$ cat config.mk
export PLATFORM = sky130hd
export DESIGN_NAME = tgate_switch_seq
export DESIGN_NICKNAME = d
export VERILOG_FILES = /design/src/rtl/tgate_pkg.sv /design/src/rtl/tgate_en_dec.sv /design/src/rtl/tgate_switch_seq.sv
export SDC_FILE = /design/constraint.sdc
export NUM_CORES = 1
export LEC_CHECK = 0
export BUFFER_PORTS_ARGS = -buffer_cell sky130_fd_sc_hd__buf_2
export CAP_MARGIN = 20
export CORE_MARGIN = 2
export CORE_UTILIZATION = 50
export DETAILED_ROUTE_END_ITERATION = 8
export PLACE_DENSITY = 0.8
export SKIP_CTS_REPAIR_TIMING = 1
export SLEW_MARGIN = 30
export SYNTH_ARGS = -nofsm -noshare
export SYNTH_HDL_FRONTEND = slang
export SYNTH_SLANG_ARGS = --single-unit
$ cat constraint.sdc
create_clock -name clk -period 3.7 [get_ports clk]
set_clock_uncertainty 0.15 [all_clocks]
set_input_delay 0.185 -clock clk [delete_from_list [all_inputs] [get_ports clk]]
set_output_delay 0.185 -clock clk [all_outputs]
set_load 0.01 [all_outputs]
$ cat src/rtl/tgate_pkg.sv
// Shared state encoding, width helper and timing defaults for the tgate switch sequencer.
package tgate_pkg;

    typedef logic [1:0] state_t;

    localparam state_t StIdle  = 2'd0;
    localparam state_t StBreak = 2'd1;
    localparam state_t StMake  = 2'd2;
    localparam state_t StDone  = 2'd3;

    localparam int unsigned DefDead   = 2;
    localparam int unsigned DefSettle = 3;

    // Never returns 0 so a value range of one still gets a 1-bit vector.
    function automatic int unsigned clog2w(input int unsigned v);
        return (v <= 1) ? 1 : $clog2(v);
    endfunction

endpackage

$ cat src/rtl/tgate_en_dec.sv
// Channel index plus enable to one-hot n-side enables; p-side is the exact complement.
module tgate_en_dec
    import tgate_pkg::*;
#(
    parameter int unsigned N  = 4,
    parameter int unsigned CW = clog2w(N)
) (
    input  logic [CW-1:0] sel,
    input  logic          en,
    output logic [N-1:0]  ne,
    output logic [N-1:0]  pe
);

    // Indices >= N match no bit, so out-of-range selects leave everything open.
    always_comb begin
        ne = '0;
        for (int i = 0; i < N; i++) begin
            if (en && (sel == CW'(i))) begin
                ne[i] = 1'b1;
            end
        end
    end

    assign pe = ~ne;

endmodule

$ cat src/rtl/tgate_switch_seq.sv
// Break-before-make sequencer for N transmission gates on one shared node, with
// settle-then-sample readback of that node.
module tgate_switch_seq
    import tgate_pkg::*;
#(
    parameter int unsigned  N      = 4,
    parameter int unsigned  DEAD   = DefDead,
    parameter int unsigned  SETTLE = DefSettle,
    localparam int unsigned CW     = clog2w(N)
) (
    input  logic          clk,
    input  logic          rst,
    input  logic          req_valid,
    output logic          req_ready,
    input  logic [CW-1:0] req_sel,
    output logic [N-1:0]  ne,
    output logic [N-1:0]  pe,
    input  logic          y_in,
    output logic          rd_valid,
    output logic          rd_data,
    output logic [CW-1:0] rd_sel,
    output logic          rd_err,
    output logic          busy
);

    localparam int unsigned    TW       = clog2w((DEAD > SETTLE) ? DEAD : SETTLE);
    localparam logic [TW-1:0] DeadLd   = TW'(DEAD - 1);
    localparam logic [TW-1:0] SettleLd = TW'(SETTLE - 1);

    state_t        state_q, state_d;
    logic [TW-1:0] cnt_q, cnt_d;
    logic [CW-1:0] sel_q, sel_d;
    logic [CW-1:0] act_q, act_d;
    logic [CW-1:0] rd_sel_q, rd_sel_d;
    logic          err_q, err_d;
    logic          act_vld_q, act_vld_d;
    logic          ready_q, ready_d;
    logic          rd_data_q, rd_data_d;
    logic          rd_err_q, rd_err_d;
    logic [N-1:0]  ne_q, ne_d;
    logic [N-1:0]  pe_q, pe_d;
    logic          dec_en;
    logic [CW-1:0] dec_sel;
    logic          accept;
    logic          sel_ok;

    assign accept = req_valid & ready_q;
    assign sel_ok = 32'(req_sel) < N;

    always_comb begin
        state_d   = state_q;
        cnt_d     = cnt_q;
        sel_d     = sel_q;
        err_d     = err_q;
        act_d     = act_q;
        act_vld_d = act_vld_q;
        rd_data_d = rd_data_q;
        rd_sel_d  = rd_sel_q;
        rd_err_d  = rd_err_q;
        case (state_q)
            StIdle: begin
                if (accept) begin
                    sel_d = req_sel;
                    if (!sel_ok) begin
                        err_d     = 1'b1;
                        act_vld_d = 1'b0;
                        state_d   = StBreak;
                        cnt_d     = DeadLd;
                    end else if (act_vld_q && (req_sel == act_q)) begin
                        // Already closed on this channel: no need to open it first.
                        err_d   = 1'b0;
                        state_d = StMake;
                        cnt_d   = SettleLd;
                    end else begin
                        err_d     = 1'b0;
                        act_vld_d = 1'b0;
                        state_d   = StBreak;
                        cnt_d     = DeadLd;
                    end
                end
            end
            StBreak: begin
                if (cnt_q == '0) begin
                    if (err_q) begin
                        state_d   = StDone;
                        rd_data_d = 1'b0;
                        rd_sel_d  = sel_q;
                        rd_err_d  = 1'b1;
                    end else begin
                        state_d = StMake;
                        cnt_d   = SettleLd;
                    end
                end else begin
                    cnt_d = cnt_q - TW'(1);
                end
            end
            StMake: begin
                if (cnt_q == '0) begin
                    state_d   = StDone;
                    rd_data_d = y_in;
                    rd_sel_d  = sel_q;
                    rd_err_d  = 1'b0;
                    act_d     = sel_q;
                    act_vld_d = 1'b1;
                end else begin
                    cnt_d = cnt_q - TW'(1);
                end
            end
            StDone: begin
                state_d = StIdle;
            end
            default: begin
                state_d = StIdle;
            end
        endcase
    end

    assign ready_d = (state_d == StIdle);

    // Enables are decoded from next state so ne/pe land in the same edge as the state change.
    assign dec_en  = (state_d == StMake) || ((state_d != StBreak) && act_vld_d);
    assign dec_sel = (state_d == StMake) ? sel_d : act_d;

    tgate_en_dec #(
        .N  (N),
        .CW (CW)
    ) u_en_dec (
        .sel (dec_sel),
        .en  (dec_en),
        .ne  (ne_d),
        .pe  (pe_d)
    );

    always_ff @(posedge clk or posedge rst) begin
        if (rst) begin
            state_q   <= StIdle;
            cnt_q     <= '0;
            sel_q     <= '0;
            err_q     <= 1'b0;
            act_q     <= '0;
            act_vld_q <= 1'b0;
            ready_q   <= 1'b0;
            rd_data_q <= 1'b0;
            rd_sel_q  <= '0;
            rd_err_q  <= 1'b0;
            ne_q      <= '0;
            pe_q      <= '1;
        end else begin
            state_q   <= state_d;
            cnt_q     <= cnt_d;
            sel_q     <= sel_d;
            err_q     <= err_d;
            act_q     <= act_d;
            act_vld_q <= act_vld_d;
            ready_q   <= ready_d;
            rd_data_q <= rd_data_d;
            rd_sel_q  <= rd_sel_d;
            rd_err_q  <= rd_err_d;
            ne_q      <= ne_d;
            pe_q      <= pe_d;
        end
    end

    assign req_ready = ready_q;
    assign ne        = ne_q;
    assign pe        = pe_q;
    assign rd_valid  = (state_q == StDone);
    assign rd_data   = rd_data_q;
    assign rd_sel    = rd_sel_q;
    assign rd_err    = rd_err_q;
    assign busy      = (state_q != StIdle);

endmodule
==> results by group, run 1 <==
Run status
  – Outcome: complete, no violations

Finish
  – Final instance area: 1330 sq um
  – Multi-input logic area: 582 sq um
  – Storage element area: 531 sq um
  – Fillers: 190
  – Area delta synth->final: 14.2%
  – Final Net Count: 144
  – N_diodes: 0
  – Layout cells sized above 1: 28.9%

Yosys
  – Netlist cell types: 37
  – Ys Warns: 0
  – Synthesized instance count: 105
  – Flop and latch count out of synthesis: 21
  – Syn nets: 120
  – Avg Cell Area, Syn: 11.1 sq um
  – Ys async rst share: 100%
  – Post-synth top flop: dfrtp_1
  – Cell area after synthesis: 1160 sq um
  – Sequential area share after synthesis: 45.7%
  – Post-synth EDFFs: 0

GRT
  – Largest net degree at the start of global routing: 22
  – Gr ovfl total: 0
  – Global Route Usage Sum: 19.2%
  – Global-route wire length before repair: 3770 microns
  – Initial antenna violation count: 0
  – Vias in the first global route: 838

CTS
  – CTS max path bufs: 2
  – Root Buffer: clkbuf_4
  – H-tree depth: 1
  – CTS Buf Count: 3
  – CTS tree: yes
  – Clock sink count: 21
  – Worst-Skew Late Latency: 300 ps
  – Worst-path clk slew: 110 ps

Timing
  – Setup ws final: 1420 ps
  – Final period util: 61.6%
  – Fmax achieved: 0.439 GHz
  – Endpoints failing hold: 0
  – RSZ-0062 raised after global routing: false
  – Final setup viols: 0
  – Worst Max-Slew Pin Slew: 762 ps
  – Pins over their slew limit: 0
  – Relative slew slack: 49.1%
  – Setup TNS: 0 ps
  – Final Critical Period: 2280 ps

Worst setup path
  – Endpoint class of the critical path: register
  – Crit path launch type: register
  – WP data arrival: 2370 ps
  – Setup CP Type: reg -> reg
  – CP required: 3790 ps
  – Crit-path max FO: 11

Routing
  – WL/cell: 14.4 microns
  – Final ANT Viol Nets: 0
  – Number of vias in the routed layout: 878
  – Routed WL: 2240 microns
  – Drt first pass iters: 4
  – Post-route DRC: 0
  – DR vias/cell: 5.63
  – DR iter-0 viols: 24

Power and ir drop
  – Peak VDD IR: 0.566 mV
  – PD cells: 998 nW/um^2
  – Leak: 0.607 nW

Placement
  – Placed Area: 1280 sq um
  – Placer Congestion: 0.843
  – HPWL after detailed placement: 1660 microns
  – Post-place setup slack: 1510 ps
  – Number of port buffers: 19

Floorplan
  – Initial core utilization: 52.5%
  – FP Rows: 17
  – Core ar.: 2210 sq um
  – Die area: 2720 sq um
  – Die W: 52.2 microns
  – Die Span Y: 52.2 microns
  – Boundary Pins: 21

Min path
  – Worst min path class: in -> reg

Flow run
  – Max_cap viols: 0
==> through the flow <==
| stage | hold slack, ps | cells | power (mW) | util [%] |
|---|---|---|---|---|
| after floorplan | 8.56 | 105 | 1.02 | - |
| after global placement | 212 | 150 | 1.18 | 57.9 |
| after detailed placement | 216 | 150 | 1.21 | 57.9 |
| after CTS | -131 | 154 | 1.33 | 59.0 |
| after global routing | 53.9 | 156 | 1.44 | 60.0 |
| final | 54.7 | 156 | 1.32 | 60.0 |
==> cells in the mapped netlist (all sizes together) (2+ instances only) <==
cell / count / share of area, %
nor2: 6 / 1.9
inv: 10 / 3.2
a31oi: 4 / 2.2
o32a: 4 / 3.4
xnor2: 3 / 2.3
ha: 9 / 9.7
mux2: 3 / 2.9
o211ai: 2 / 1.7
o21a: 2 / 1.3
a21oi: 2 / 0.86
nand3: 3 / 1.3
dfstp: 4 / 9.1
o32ai: 4 / 3.0
nor3b: 2 / 1.3
and2: 2 / 1.1
mux2i: 2 / 3.9
nand2: 6 / 2.4
dfrtp: 17 / 37
o21ai: 5 / 2.2
a211oi: 2 / 1.3
==> where the power goes <==
group	leakage (nW)	total (mW)	internal, mW	switching, mW
sequential	0.250	0.426	0.348	0.0786
combinational	0.342	0.790	0.336	0.454
clock	0.0150	0.108	0.0420	0.0657
==> sequential cells by signal, summed over array words and instances (netlist names) <==
register / cells
act_q: 2
act_vld_q: 1
cnt_q: 2
ne: 4
pe: 4
rd_data: 1
rd_sel: 2
req_ready: 1
sel_q: 2
state_q: 2
==> per-layer routing <==
metal  vias to the layer above  wire length [microns]  GRT usage [%]
met1                       433                    991           25.2
met5                         -                      0              0
li1                        423                      -              -
met2                        18                   1150           29.7
met4                         0                     39           11.1
met3                         4                     64           3.43
==> cell families after synthesis <==
group                    after synthesis  share of synthesized area (%)
AO/OA/AOI/OAI                         29                           18.5
XOR/XNOR                               4                           3.02
adder cells (fa/ha/maj)                9                           9.70
buffers and inverters                 12                           4.20
flip-flops                            21                           45.7
multiplexers                           5                           6.79
other                                  1                          0.323
AND/OR/NAND/NOR                       24                           11.7
==> critical path, stage by stage, from the launching register on <==
cell      delay [ps]
dfrtp_1          470
inv_1            150
ha_1             300
nand3_1          350
o21ai_0          270
nand3_1          140
o211ai_2         170
o32a_1           210
==> layout by cell type, fill, tap and decap left out, types with 3 or more instances in the layout <==
cell type / count
a31oi_1: 4
buf_2: 19
clkbuf_4: 3
dfrtp_1: 17
dfstp_2: 4
ha_1: 9
inv_1: 8
nand2_1: 4
nand3_1: 3
nor2_1: 6
o21ai_0: 5
o32a_1: 4
o32ai_1: 4
xnor2_1: 3
==> final timing paths <==
kind                       startpoint  slack, ps        end  cells past startpoint
setup / recovery           state_q[0]       1420      pe[3]                      7
hold / removal             req_sel[0]         50   sel_q[0]                      2
setup reg to reg           state_q[0]       1420      pe[3]                      7
hold reg to reg             rd_sel[1]        340  rd_sel[1]                      2
max in group asynchronous         rst       2510      ne[0]                      3
min in group asynchronous         rst        410    rd_data                      3
==> area by class of cell <==
class | count | share of cell area (%)
Clock buffer | 4 | 1.98
Inverter | 10 | 2.83
Multi-Input combinational cell | 72 | 43.9
Sequential cell | 21 | 40.0
Tap cell | 28 | 2.64
Timing Repair Buffer | 21 | 8.68
Power figures use the tool's default switching activity.
==> run 2, diff against run 1 <==
--- a/config.mk
+++ b/config.mk
@@ -5,12 +5,13 @@
 export SDC_FILE = /design/constraint.sdc
 export NUM_CORES = 1
 export LEC_CHECK = 0
+export ABC_AREA = 1
 export BUFFER_PORTS_ARGS = -buffer_cell sky130_fd_sc_hd__buf_2
 export CAP_MARGIN = 20
 export CORE_MARGIN = 2
-export CORE_UTILIZATION = 50
+export CORE_UTILIZATION = 49
 export DETAILED_ROUTE_END_ITERATION = 8
-export PLACE_DENSITY = 0.8
+export PLACE_DENSITY = 0.81
 export SKIP_CTS_REPAIR_TIMING = 1
 export SLEW_MARGIN = 30
 export SYNTH_ARGS = -nofsm -noshare
==> constraint.sdc (replaced) <==
create_clock -name clk -period 2 [get_ports clk]
set_clock_uncertainty 0.15 [all_clocks]
set_input_delay 0.1 -clock clk [delete_from_list [all_inputs] [get_ports clk]]
set_output_delay 0.1 -clock clk [all_outputs]
set_load 0.01 [all_outputs]
==> run 2 against run 1 <==
Clock-buffer cell count decreased by 1. Core utilization increased by 1.6 points. Combinational power is 130% higher. Critical path depth increased by 7. Worst setup slack lost 1300 ps. Worst hold slack better by 35 ps. Die area increased by 9.2%. Routed wire length grew 9.1%. Clock power up 96%. Global-route usage is 1.1 points lower. Non-clock buffer count rose by 5. Cell area up 14%. Critical path type unchanged.
==> results by group, run 2 <==
CTS
  – CTS Buf Count: 3 (unchanged)
  – Clock sink count: 21 (unchanged)
  – Worst-Skew Late Latency: 310 ps (was 300 ps)
  – CTS tree: yes (unchanged)
  – H-tree depth: 1 (unchanged)
  – Root Buffer: clkbuf_4 (unchanged)
  – Worst-path clk slew: 130 ps (was 110 ps)
  – CTS max path bufs: 2 (unchanged)

Yosys
  – Area share of the largest cell type after synthesis: 34.0% (was 36.6%)
  – Sequential area share after synthesis: 42.4% (was 45.7%)
  – Synth area leader: dfrtp_1 (unchanged)
  – Cell area after synthesis: 1250 sq um (was 1160 sq um)
  – Post-synth top flop: dfrtp_1 (unchanged)
  – Synthesized instance count: 135 (was 105)
  – Most common library cells after synthesis: nand2_1, inv_1, dfrtp_1 (was dfrtp_1, ha_1, inv_1)
  – Ys async rst share: 100% (unchanged)
  – Syn nets: 150 (was 120)
  – Post-synth EDFFs: 0 (unchanged)
  – Synth top area cells: dfrtp_1, ha_1, dfstp_2 (unchanged)
  – Ys Warns: 0 (unchanged)
  – Most frequent cell after synthesis: nand2_1 (was dfrtp_1)
  – Flop and latch count out of synthesis: 21 (unchanged)
  – Avg Cell Area, Syn: 9.27 sq um (was 11.1 sq um)
  – Netlist cell types: 26 (was 37)

Finish
  – Fillers: 190 (unchanged)
  – N_diodes: 0 (unchanged)
  – Post-layout util: 61.6% (was 60.0%)
  – Most frequent cells in the layout: nand2_1, buf_2, inv_1, dfrtp_1, nor2_1 (was buf_2, dfrtp_1, ha_1)
  – Layout Cells excl Fill: 194 (was 156)
  – Final Net Count: 180 (was 144)
  – Area delta synth->final: 20.8% (was 14.2%)
  – Commonest non-fill, non-tap cell in the layout: nand2_1 (was buf_2)
  – Layout cells sized above 1: 43.3% (was 28.9%)
  – Final instance area: 1510 sq um (was 1330 sq um)

GRT
  – Initial antenna violation count: 0 (unchanged)
  – Vias in the first global route: 855 (was 838)
  – Gr ovfl total: 0 (unchanged)
  – Largest net degree at the start of global routing: 22 (unchanged)
  – Global-route wire length before repair: 3820 microns (was 3770 microns)
  – Global Route Usage Sum: 18.0% (was 19.2%)

Floorplan
  – Initial core utilization: 51.0% (was 52.5%)
  – Die Span Y: 54.5 microns (was 52.2 microns)
  – Boundary Pins: 21 (unchanged)
  – FP Rows: 18 (was 17)
  – Die W: 54.5 microns (was 52.2 microns)
  – Core ar.: 2450 sq um (was 2210 sq um)
  – Die area: 2970 sq um (was 2720 sq um)

Power and ir drop
  – Cell Int Power: 1.37 mW (was 0.726 mW)
  – Clock power share: 7.7% (was 8.1%)
  – Leak: 0.752 nW (was 0.607 nW)
  – Peak VDD IR: 1.06 mV (was 0.566 mV)
  – Seq pwr share: 26.8% (was 32.2%)
  – Total net switching power: 1.37 mW (was 0.598 mW)
  – Comb pwr share: 65.5% (was 59.7%)
  – PD cells: 1820 nW/um^2 (was 998 nW/um^2)
  – Pwr Total: 2.75 mW (was 1.32 mW)
  – Switching share of power: 50.0% (was 45.2%)

Timing
  – Final period util: 92.7% (was 61.6%)
  – Final setup viols: 0 (unchanged)
  – Endpoints failing hold: 0 (unchanged)
  – Final Critical Period: 1850 ps (was 2280 ps)
  – Fmax achieved: 0.539 GHz (was 0.439 GHz)
  – Setup ws final: 146 ps (was 1420 ps)
  – Worst Max-Slew Pin Slew: 776 ps (was 762 ps)
  – Pins over their slew limit: 0 (unchanged)
  – Relative slew slack: 48.2% (was 49.1%)
  – RSZ-0062 raised after global routing: false (unchanged)

Worst setup path
  – Crit path launch type: register (unchanged)
  – CP required: 2060 ps (was 3790 ps)
  – Most used cell, CP: nand2_1 (was nand3_1)
  – Endpoint class of the critical path: register (unchanged)
  – Crit path cell chain: buf_4 > ha_4 > inv_2 > nand2_1 > nand2_1 > nand2_1 > inv_2 > nand2_4 > inv_4 > nand2_8 > nand2_2 > nand2_2 > nand2_1 > nor2_1 (was inv_1 > ha_1 > nand3_1 > o21ai_0 > nand3_1 > o211ai_2 > o32a_1)
  – CP max stage cell: dfrtp_2 (was dfrtp_1)
  – CP max stage delay: 470 ps (about the same)
  – Crit-path max FO: 8 (was 11)
  – WP data arrival: 1910 ps (was 2370 ps)
  – Setup CP Type: reg -> reg (unchanged)

Routing
  – Routed WL: 2450 microns (was 2240 microns)
  – Drt first pass iters: 4 (unchanged)
  – Post-route DRC: 0 (unchanged)
  – Number of vias in the routed layout: 974 (was 878)
  – WL/cell: 12.6 microns (was 14.4 microns)
  – DR iter-0 viols: 15 (was 24)
  – DR vias/cell: 5.02 (was 5.63)
  – Final ANT Viol Nets: 0 (unchanged)

Placement
  – Number of port buffers: 19 (unchanged)
  – Cells after DPL: 183 (was 150)
  – Post-place setup slack: 1.20 ps (was 1510 ps)
  – Placer Congestion: 0.827 (was 0.843)
  – HPWL after detailed placement: 1800 microns (was 1660 microns)
  – Placed Area: 1380 sq um (was 1280 sq um)

Min path
  – Worst min path class: in -> reg (unchanged)

Run status
  – Outcome: complete, no violations (unchanged)

Flow run
  – Max_cap viols: 0 (unchanged)
run 2: path summary, 6_finish.rpt:
kind / endpoint / cells after the start / start / slack [ps]
setup / recovery: ne[1] / 14 / state_q[1] / 150
hold / removal: state_q[0] / 5 / req_valid / 90
setup reg to reg: ne[1] / 14 / state_q[1] / 150
hold reg to reg: rd_sel[1] / 2 / rd_sel[1] / 350
max in group asynchronous: state_q[1] / 3 / rst / 860
min in group asynchronous: rd_sel[1] / 3 / rst / 310
run 2: cells by family (layout without fill, tap and decap cells):
| logic type | Yosys count | count (layout) | synth area share (%) |
|---|---|---|---|
| other | 1 | 1 | 0.300 |
| adder cells (fa/ha/maj) | 9 | 9 | 9.00 |
| buffers and inverters | 26 | 55 | 8.30 |
| AO/OA/AOI/OAI | 18 | 18 | 12.2 |
| AND/OR/NAND/NOR | 59 | 59 | 26.9 |
| flip-flops | 21 | 21 | 42.4 |
| multiplexers | 1 | 1 | 0.900 |
run 2: cell type report:
cell class | instances | area [sq um] | area share, %
clock buffers | 3 | 22.5 | 1.49
clock inverters | 1 | 5.00 | 0.331
well taps | 30 | 37.5 | 2.48
repair buffers | 26 | 158 | 10.4
multi-input cells | 88 | 654 | 43.3
inverters | 25 | 101 | 6.71
flip-flops and latches | 21 | 533 | 35.3
run 2: metrics by stage:
stage               hold WS (ps)  setup TNS, ps
floorplan                  -76.4              0
global placement             114              0
detailed placement           135              0
CTS                         -213          -8.14
global route                 103              0
finish                      89.3              0
run 2: metal layers:
metal	wire length [microns]	global-route usage, %	vias to the layer above
met5	0	0	-
li1	-	-	482
met4	42	6.25	0
met1	1080	24.8	472
met2	1250	29.1	14
met3	71	2.46	6
run 2: power by group through the flow:
| stage | combinational [mW] | clock (mW) | sequential [mW] |
|---|---|---|---|
| finish | 1.80 | 0.212 | 0.735 |
| global route | 2.00 | 0.237 | 0.756 |
| CTS | 1.64 | 0.217 | 0.725 |
| detailed placement | 1.64 | 0 | 0.735 |
| global placement | 1.59 | 0 | 0.723 |
| floorplan | 1.27 | 0 | 0.764 |
run 2: critical path, delay by kind of cell (launching register included):
kind / cells / cell delay [ps]
buf+inv: 4 / 350
flops: 1 / 470
simple gates: 9 / 590
fa+ha+maj: 1 / 180
==> run 3, diff against run 2 <==
--- a/config.mk
+++ b/config.mk
@@ -8,10 +8,11 @@
 export ABC_AREA = 1
 export BUFFER_PORTS_ARGS = -buffer_cell sky130_fd_sc_hd__buf_2
 export CAP_MARGIN = 20
+export CORE_ASPECT_RATIO = 0.8
 export CORE_MARGIN = 2
-export CORE_UTILIZATION = 49
+export CORE_UTILIZATION = 50
 export DETAILED_ROUTE_END_ITERATION = 8
-export PLACE_DENSITY = 0.81
+export PLACE_DENSITY = 0.79
 export SKIP_CTS_REPAIR_TIMING = 1
 export SLEW_MARGIN = 30
 export SYNTH_ARGS = -nofsm -noshare
==> constraint.sdc (replaced) <==
create_clock -name clk -period 2.35 [get_ports clk]
set_clock_uncertainty 0.15 [all_clocks]
set_input_delay 0.1175 -clock clk [delete_from_list [all_inputs] [get_ports clk]]
set_output_delay 0.1175 -clock clk [all_outputs]
set_load 0.01 [all_outputs]
==> run 3 against run 2 <==
The run now ends with hold timing left. Fmax shrank 9.3%. Die area decreased by 1.8%. Power is 20% lower. Sequential share of layout area increased by 1.8 points. First-iteration DRC count grew 110%. Core utilization is 2.0 points lower. Critical path type unchanged.
==> results by group, run 3 (synthesis results as in run 2) <==
GRT
  – Vias in the first global route: 849 (was 855)
  – Gr ovfl total: 0 (unchanged)
  – Initial antenna violation count: 0 (unchanged)
  – Global-route wire length before repair: 3820 microns (unchanged)
  – Global Route Usage Sum: 17.5% (was 18.0%)
  – Largest net degree at the start of global routing: 22 (unchanged)

Finish
  – Final Net Count: 176 (was 180)
  – Multi-input logic area: 617 sq um (was 654 sq um)
  – Post-layout util: 59.5% (was 61.6%)
  – Layout cells sized above 1: 36.9% (was 43.3%)
  – Storage element area: 531 sq um (was 533 sq um)
  – Most frequent cells in the layout: nand2_1, buf_2, inv_1 (was nand2_1, buf_2, inv_1, dfrtp_1, nor2_1)
  – Fillers: 200 (was 190)
  – Final instance area: 1430 sq um (was 1510 sq um)
  – N_diodes: 0 (unchanged)
  – Area delta synth->final: 14.3% (was 20.8%)
  – Commonest non-fill, non-tap cell in the layout: nand2_1 (unchanged)
  – Layout Cells excl Fill: 187 (was 194)

Worst setup path
  – Crit. Startpoint: state_q[1] (unchanged)
  – CP required: 2400 ps (was 2060 ps)
  – R2R Setup Slk: 310 ps (was 150 ps)
  – Reg2reg start: state_q[1] (unchanged)
  – Worst Reg-to-Reg Cells: 11 (was 14)
  – CP endpoint: ne[2] (was ne[1])
  – Setup CP Type: reg -> reg (unchanged)
  – Crit-path max FO: 6 (was 8)
  – WP data arrival: 2090 ps (was 1910 ps)
  – Endpoint class of the critical path: register (unchanged)
  – Crit path launch type: register (unchanged)
  – RR Endpoint: ne[2] (was ne[1])

Routing
  – DR vias/cell: 4.81 (was 5.02)
  – Final ANT Viol Nets: 0 (unchanged)
  – Post-route DRC: 0 (unchanged)
  – Routed WL: 2230 microns (was 2450 microns)
  – WL/cell: 11.9 microns (was 12.6 microns)
  – Number of vias in the routed layout: 899 (was 974)
  – DR iter-0 viols: 32 (was 15)
  – Drt first pass iters: 4 (unchanged)

Timing
  – Fmax achieved: 0.489 GHz (was 0.539 GHz)
  – Fin Hold WS: -13.0 ps (was 89.3 ps)
  – Setup TNS: 0 ps (unchanged)
  – RSZ-0062 raised after global routing: false (unchanged)
  – Worst Max-Slew Pin Slew: 769 ps (was 776 ps)
  – Final setup viols: 0 (unchanged)
  – Endpoints failing hold: 1 (was 0)
  – Relative slew slack: 48.7% (was 48.2%)
  – Setup ws final: 305 ps (was 146 ps)
  – Final Critical Period: 2040 ps (was 1850 ps)
  – Pins over their slew limit: 0 (unchanged)
  – Final period util: 87.0% (was 92.7%)

CTS
  – Worst-Skew Late Latency: 310 ps (about the same)
  – Worst-path clk slew: 110 ps (was 130 ps)
  – CTS tree: yes (unchanged)
  – CTS max path bufs: 2 (unchanged)
  – H-tree depth: 1 (unchanged)
  – Clock sink count: 21 (unchanged)
  – CTS Buf Count: 3 (unchanged)
  – Root Buffer: clkbuf_4 (unchanged)

Placement
  – Post-place setup slack: 323 ps (was 1.20 ps)
  – Number of port buffers: 19 (unchanged)
  – Placed Area: 1370 sq um (was 1380 sq um)
  – Placer Congestion: 0.796 (was 0.827)
  – HPWL after detailed placement: 1760 microns (was 1800 microns)
  – Cells after DPL: 180 (was 183)

Run status
  – Outcome: finished with violations (was complete, no violations)
  – Failing checks: hold timing

Power and ir drop
  – Clock power share: 7.8% (was 7.7%)
  – PD cells: 1530 nW/um^2 (was 1820 nW/um^2)
  – Switching share of power: 50.1% (was 50.0%)
  – Leak: 0.737 nW (was 0.752 nW)
  – Peak VDD IR: 0.696 mV (was 1.06 mV)
  – Cell Int Power: 1.09 mW (was 1.37 mW)
  – Seq pwr share: 28.2% (was 26.8%)
  – Total net switching power: 1.10 mW (was 1.37 mW)
  – Comb pwr share: 63.9% (was 65.5%)

Floorplan
  – Initial core utilization: 52.1% (was 51.0%)
  – Boundary Pins: 21 (unchanged)
  – Die area: 2920 sq um (was 2970 sq um)
  – Die W: 59.9 microns (was 54.5 microns)
  – Die Span Y: 48.7 microns (was 54.5 microns)
  – Core ar.: 2400 sq um (was 2450 sq um)
  – FP Rows: 16 (was 18)

Flow run
  – Max_cap viols: 0 (unchanged)

Min path
  – Worst min path class: in -> reg (unchanged)
==> run 3: changes by cell type in the layout (fill, tap and decap cells not counted), moves of 2 or more <==
cell,previous run,this run
ha_4,2,0
dfrtp_1,15,17
dfrtp_2,2,0
ha_2,2,0
inv_4,3,1
buf_4,3,0
inv_1,15,18
ha_1,5,9
==> run 3: power groups by stage <==
stage / Sequential, mW / Clock [mW] / Combinational, mW
after floorplan: 0.650 / 0 / 1.08
after global placement: 0.620 / 0 / 1.36
after detailed placement: 0.625 / 0 / 1.39
after CTS: 0.618 / 0.180 / 1.40
after global routing: 0.634 / 0.193 / 1.57
final: 0.619 / 0.171 / 1.40
==> run 3: stage by stage <==
stage                     power, mW  hold slack, ps
after global placement         1.98             127
final                          2.19           -13.0
after global routing           2.40            3.12
after CTS                      2.19            -209
after floorplan                1.73           -58.9
after detailed placement       2.01             144
==> run 3: worst min-delay path by stage <==
| stage | startpoint | end | cells past startpoint |
|---|---|---|---|
| 2_1_floorplan | rst | act_q[0] | 1 |
| 3_3_place_gp | rst | sel_q[0] | 2 |
| 3_5_place_dp | rst | rd_sel[1] | 2 |
| 4_1_cts | rst | ne[0] | 2 |
| 5_1_grt | req_sel[0] | sel_q[0] | 3 |
| 6_report | req_sel[0] | sel_q[0] | 3 |
==> run 3: layer usage <==
layer,track usage [%],wire [microns]
met1,26.6,1170
met2,24.1,938
met3,5.08,95
met4,4.44,31
met5,0,0
==> run 3: worst max-delay path: stages, from the launching register on <==
cell and delay, ps:
dfrtp_1 460, inv_1 170, ha_1 250, inv_2 120, nor2_4 140, inv_2 60
o21ai_1 190, inv_1 90, nand3_1 100, nand2_2 70, nand2_1 70, nor2_1 50
==> run 3: area by class of cell <==
type                    instances  area share [%]
multi-input cells              88            43.1
flip-flops and latches         21            37.1
repair buffers                 22            8.75
inverters                      25            6.74
well taps                      27            2.36
clock buffers                   3            1.57
clock inverters                 1           0.350
